`config.mk`:
```
export PLATFORM = sky130hd
export DESIGN_NAME = booth_seq_mult
export DESIGN_NICKNAME = d
export VERILOG_FILES = /design/src/rtl/booth_seq_mult.sv
export SDC_FILE = /design/constraint.sdc
export NUM_CORES = 1
export LEC_CHECK = 0
export BUFFER_PORTS_ARGS = -buffer_cell sky130_fd_sc_hd__buf_2
export CORE_AREA = 2 2 95 97
export CTS_BUF_LIST = sky130_fd_sc_hd__clkbuf_4 sky130_fd_sc_hd__clkbuf_8
export DETAILED_ROUTE_END_ITERATION = 8
export DIE_AREA = 0 0 97 99
export PLACE_DENSITY = 0.79
export SYNTH_ARGS = -nofsm -noshare
export SYNTH_HDL_FRONTEND = slang
export SYNTH_SLANG_ARGS = --single-unit
```
`constraint.sdc`:
```
create_clock -name clk -period 8 [get_ports clk]
set_input_delay 0.4 -clock clk [delete_from_list [all_inputs] [get_ports clk]]
set_output_delay 0.4 -clock clk [all_outputs]
set_load 0.01 [all_outputs]
```
`src/rtl/booth_seq_mult.sv`:
```
// rtl/booth_seq_mult.sv - iterative radix-4 Booth unsigned multiplier, one digit per clock.
// Optional macro BOOTH_SEQ_MULT_EARLY_EXIT_EN: finish as soon as the remaining multiplier bits are zero.

module booth_pp_lut #(
    parameter int N = 11
) (
    input  logic [N-1:0] a_i,
    input  logic [2:0]   sel_i,
    output logic [N+1:0] pp_o
);
    // Negative digits come out one's-complemented; the caller adds sel[2] as carry-in.
    always_comb begin
        pp_o = '0;
        case (sel_i)
            3'b000:          pp_o = '0;
            3'b001, 3'b010:  pp_o = {2'b00, a_i};
            3'b011:          pp_o = {1'b0, a_i, 1'b0};
            3'b100:          pp_o = ~{1'b0, a_i, 1'b0};
            3'b101, 3'b110:  pp_o = ~{2'b00, a_i};
            default:         pp_o = '1;
        endcase
    end
endmodule

module booth_seq_mult #(
    parameter int N = 11
) (
    input  logic           clk,
    input  logic           rst_n,
    input  logic           in_valid,
    output logic           in_ready,
    input  logic [N-1:0]   a,
    input  logic [N-1:0]   b,
    output logic           out_valid,
    input  logic           out_ready,
    output logic [2*N-1:0] product
);
    localparam int D  = N / 2 + 1;
    localparam int AW = 2 * N + 2;
    localparam int BW = 2 * D + 1;
    localparam int CW = $clog2(D + 1);
    localparam logic [CW-1:0] LAST_DIGIT = CW'(D - 1);

    localparam logic [1:0] S_IDLE = 2'd0;
    localparam logic [1:0] S_BUSY = 2'd1;
    localparam logic [1:0] S_DONE = 2'd2;

    logic [1:0]    state_q, state_d;
    logic [CW-1:0] cnt_q, cnt_d;
    logic [N-1:0]  a_q, a_d;
    logic [N-1:0]  b_q, b_d;
    logic [AW-1:0] acc_q, acc_d;

    logic [BW-1:0] b_ext;
    logic [2:0]    sel;
    logic [N+1:0]  pp;
    logic [AW-1:0] pp_ext;
    logic [AW-1:0] term;
    logic          last_digit;
    int            idx;

    // b[-1] = 0 at the bottom, zero padding above the MSB.
    assign b_ext  = {{(BW-N-1){1'b0}}, b_q, 1'b0};
    assign idx    = 2 * int'(cnt_q);
    assign sel    = b_ext[idx +: 3];

    booth_pp_lut #(.N(N)) u_lut (
        .a_i   (a_q),
        .sel_i (sel),
        .pp_o  (pp)
    );

    assign pp_ext = {{(AW-N-2){pp[N+1]}}, pp};
    assign term   = (pp_ext + AW'(sel[2])) << idx;

`ifdef BOOTH_SEQ_MULT_EARLY_EXIT_EN
    logic [N-1:0] rest_bits;
    // Bits from b[2i+1] upward: the pending low bit of the next digit plus everything above.
    assign rest_bits  = b_q >> (idx + 1);
    assign last_digit = (cnt_q == LAST_DIGIT) || (rest_bits == '0);
`else
    assign last_digit = (cnt_q == LAST_DIGIT);
`endif

    always_comb begin
        state_d = state_q;
        cnt_d   = cnt_q;
        a_d     = a_q;
        b_d     = b_q;
        acc_d   = acc_q;
        case (state_q)
            S_IDLE: begin
                if (in_valid) begin
                    a_d     = a;
                    b_d     = b;
                    acc_d   = '0;
                    cnt_d   = '0;
                    state_d = S_BUSY;
                end
            end
            S_BUSY: begin
                acc_d = acc_q + term;
                cnt_d = cnt_q + 1'b1;
                if (last_digit) begin
                    state_d = S_DONE;
                end
            end
            S_DONE: begin
                if (out_ready) begin
                    state_d = S_IDLE;
                end
            end
            default: state_d = S_IDLE;
        endcase
    end

    always_ff @(posedge clk or negedge rst_n) begin
        if (!rst_n) begin
            state_q <= S_IDLE;
            cnt_q   <= '0;
            a_q     <= '0;
            b_q     <= '0;
            acc_q   <= '0;
        end else begin
            state_q <= state_d;
            cnt_q   <= cnt_d;
            a_q     <= a_d;
            b_q     <= b_d;
            acc_q   <= acc_d;
        end
    end

    assign in_ready  = (state_q == S_IDLE);
    assign out_valid = (state_q == S_DONE);
    assign product   = acc_q[2*N-1:0];
endmodule

```
==> results.json <==
{
  "crit_path_end": "acc_q[21]",
  "cts_resized": 0,
  "cp.required_ns": 8.21,
  "hold_class": "input port to asynchronous set/reset pin",
  "multi_input_area_um2": 3080,
  "critPathArrivalTime_ns": 7.02,
  "slowest_stage": "dfrtp_1",
  "cp-end-kind": "flip-flop",
  "layout-drive-gt1-share_pct": 13.9,
  "synth_cell_types": 67,
  "layout_common_cells": "nand2_1 (93), dfrtp_1 (49), buf_2 (49)",
  "crit_cells": 23,
  "cp_num_buf_inv": 1,
  "cap_viol_max_count": 0,
  "post-route-drc-count": 0,
  "grt_pass1_wl_um": 20100,
  "crit_fanout": 25,
  "initial_core_util_pct": 53.3,
  "hold_viol_final": 0,
  "core_um2": 8550,
  "die_x_um": 97,
  "cts_htree_levels": 2,
  "die_height_um": 99,
  "dp_hpwl_um": 8490,
  "drv_slew": 0,
  "antenna_found_initial": 0,
  "syn_nets": 642,
  "rrSetupSlack_ns": 1.19,
  "finalCriticalPeriod_ns": 6.81,
  "synth_seq_area_share_pct": 26.9,
  "route.vias.total": 4344,
  "grt_max_degree": 50,
  "critical-path-max-stage-delay_ns": 0.90,
  "ys_warn_count": 0,
  "crit_chain": "mux2i_1, o221ai_1, and3_1, nor3_1, buf_4, a221o_1, ha_1, o221ai_2, or2_1, nand3b_4, xor2_1, mux2i_1, a221oi_1, ha_1, a21oi_1, o21ai_0, o211ai_1, nand3b_1, o31a_1, a31oi_1, xnor2_1, mux2_2, a21o_1",
  "postRouteAntennaNets": 0,
  "ys_async_sr_fraction_pct": 100,
  "slew_headroom_pct": 30.7,
  "gp_congestion": 0.880,
  "max_freq_mhz": 147,
  "synth.cell_area_um2": 4560,
  "skew_ns": 0.0129,
  "first_pass_iters": 5,
  "status": "complete, no violations",
  "grt_pass1_vias": 4201,
  "rows": 34,
  "reg2reg_from": "cnt_q[2]",
  "clock_latency_ns": 0.32,
  "final.fill_count": 800,
  "r2r-end": "acc_q[21]",
  "synth_seq_cells": 49,
  "overflow": 0,
  "drt_iter0_drc": 306,
  "areaGrowthSynthToFinish_pct": 7.30,
  "final_common_cell": "nand2_1",
  "cp-start-kind": "flip-flop",
  "clockBufferDepth": 2,
  "synth_edf_count": 0,
  "cts_sinks": 49,
  "postCtsSetupBuffers": 0,
  "path_class": "flip-flop to flip-flop",
  "rsz0062_at_grt": "no",
  "gr-usage-all-layers_pct": 24.7,
  "setup-violations-final": 0,
  "syn_area_per_cell_um2": 7.77,
  "synth_top_flop_cell": "dfrtp_1",
  "seq_area_um2": 1230,
  "viasPerCell": 6.09,
  "numCtsBuffers": 5,
  "ioPinCount": 50,
  "reg2regPathDepth": 23,
  "crit_family": "compound AO/OA/AOI/OAI gates",
  "ctsRootBufferMaster": "clkbuf_8",
  "die_area_um2": 9600,
  "synthCells": 587,
  "tightest_slew_ns": 1.03,
  "startpoint": "cnt_q[2]",
  "num_antenna_cells": 0,
  "io_buffers": 49,
  "cts_hold_buf": 0,
  "tritoncts": "yes",
  "fin_tns_setup_ns": 0,
  "wl_per_cell_um": 16.4,
  "fin_crit_sh_pct": 85.1,
  "clkTransAtPathRegs_ns": 0.11,
  "drt_wl_total_um": 11700,
  "fin_nets": 659
}
cell usage after synthesis, types with 5 or more instances:
| library cell | number | area (µm²) |
|---|---|---|
| a211oi_1 | 6 | 45.0 |
| a21o_1 | 12 | 90.1 |
| a21oi_1 | 34 | 170 |
| a221oi_1 | 7 | 61.3 |
| and2_1 | 6 | 37.5 |
| buf_2 | 6 | 30.0 |
| clkbuf_1 | 33 | 124 |
| dfrtp_1 | 49 | 1230 |
| ha_1 | 28 | 350 |
| inv_1 | 15 | 56.3 |
| mux2i_1 | 10 | 100 |
| nand2_1 | 93 | 349 |
| nand3_1 | 33 | 165 |
| nor2_1 | 45 | 169 |
| nor2b_1 | 9 | 56.3 |
| nor3_1 | 10 | 50.1 |
| o211ai_1 | 6 | 45.0 |
| o21a_1 | 5 | 37.5 |
| o21ai_0 | 42 | 210 |
| o21ai_1 | 9 | 45.0 |
| o22ai_1 | 5 | 31.3 |
| o31ai_1 | 6 | 45.0 |
| xnor2_1 | 14 | 123 |
| xor2_1 | 13 | 114 |
registers in the layout, summed over array words and instances, names as in the netlist:
register and cells:
state_q 2, cnt_q 3, b_q 11, acc_q 22
a_q 11
metrics by stage:
step                hold WS [ns]  cells  utilization [%]  setup slack (ns)  area, µm²
global placement           0.461    705             56.1              1.58       4800
CTS                        0.206    713             57.2              1.29       4890
detailed placement         0.463    705             56.1              1.31       4800
global route               0.241    713             57.2             0.710       4890
floorplan                  0.104    587                -              2.39       4560
finish                     0.168    713             57.2              1.19       4890
kinds of logic (layout without fill, tap and decap cells):
kind of cell | count (synthesis) | count (layout) | share of synthesized area (%)
and+or+nand+nor | 227 | 227 | 23.4
AOI/OAI and AO/OA | 176 | 176 | 25.9
buffers and inverters | 61 | 79 | 5.52
DFF | 49 | 49 | 26.9
adders and majority gates | 29 | 29 | 8.13
xor gates and xnor gates | 27 | 27 | 5.19
muxes | 18 | 18 | 4.91
worst reg2reg max path, stage by stage, from the launching register on:
cell and delay, ns:
dfrtp_1 0.90, mux2i_1 0.17, o221ai_1 0.80, and3_1 0.72, nor3_1 0.12, buf_4 0.21
a221o_1 0.31, ha_1 0.24, o221ai_2 0.09, or2_1 0.25, nand3b_4 0.18, xor2_1 0.16
mux2i_1 0.15, a221oi_1 0.35, ha_1 0.31, a21oi_1 0.14, o21ai_0 0.12, o211ai_1 0.20
nand3b_1 0.18, o31a_1 0.34, a31oi_1 0.21, xnor2_1 0.11, mux2_2 0.27, a21o_1 0.17
worst min-delay path by stage:
stage | from | to | slack, ns
floorplan | rst_n | a_q[0] | 0.10
global placement | b_q[0] | b_q[0] | 0.46
detailed placement | b_q[0] | b_q[0] | 0.46
CTS | rst_n | b_q[2] | 0.21
global route | rst_n | b_q[2] | 0.24
finish | rst_n | b_q[2] | 0.17
layout make-up:
class	instances	share of cell area, %
clock buffers	5	1.41
clock inverters	3	0.537
inverters	16	1.23
multi-input cells	477	63.1
flip-flops and latches	49	25.1
well taps	108	2.76
repair buffers	55	5.94
layer usage:
metal	routed length (µm)	vias up	track usage, %
met5	0	-	0
met4	140	0	5.42
met3	487	13	2.27
met2	5510	137	42.4
met1	5530	2051	34.2
li1	-	2143	-
Power is not shown: default switching activity piles up to over one toggle a cycle in this logic, so the estimate is an artifact.
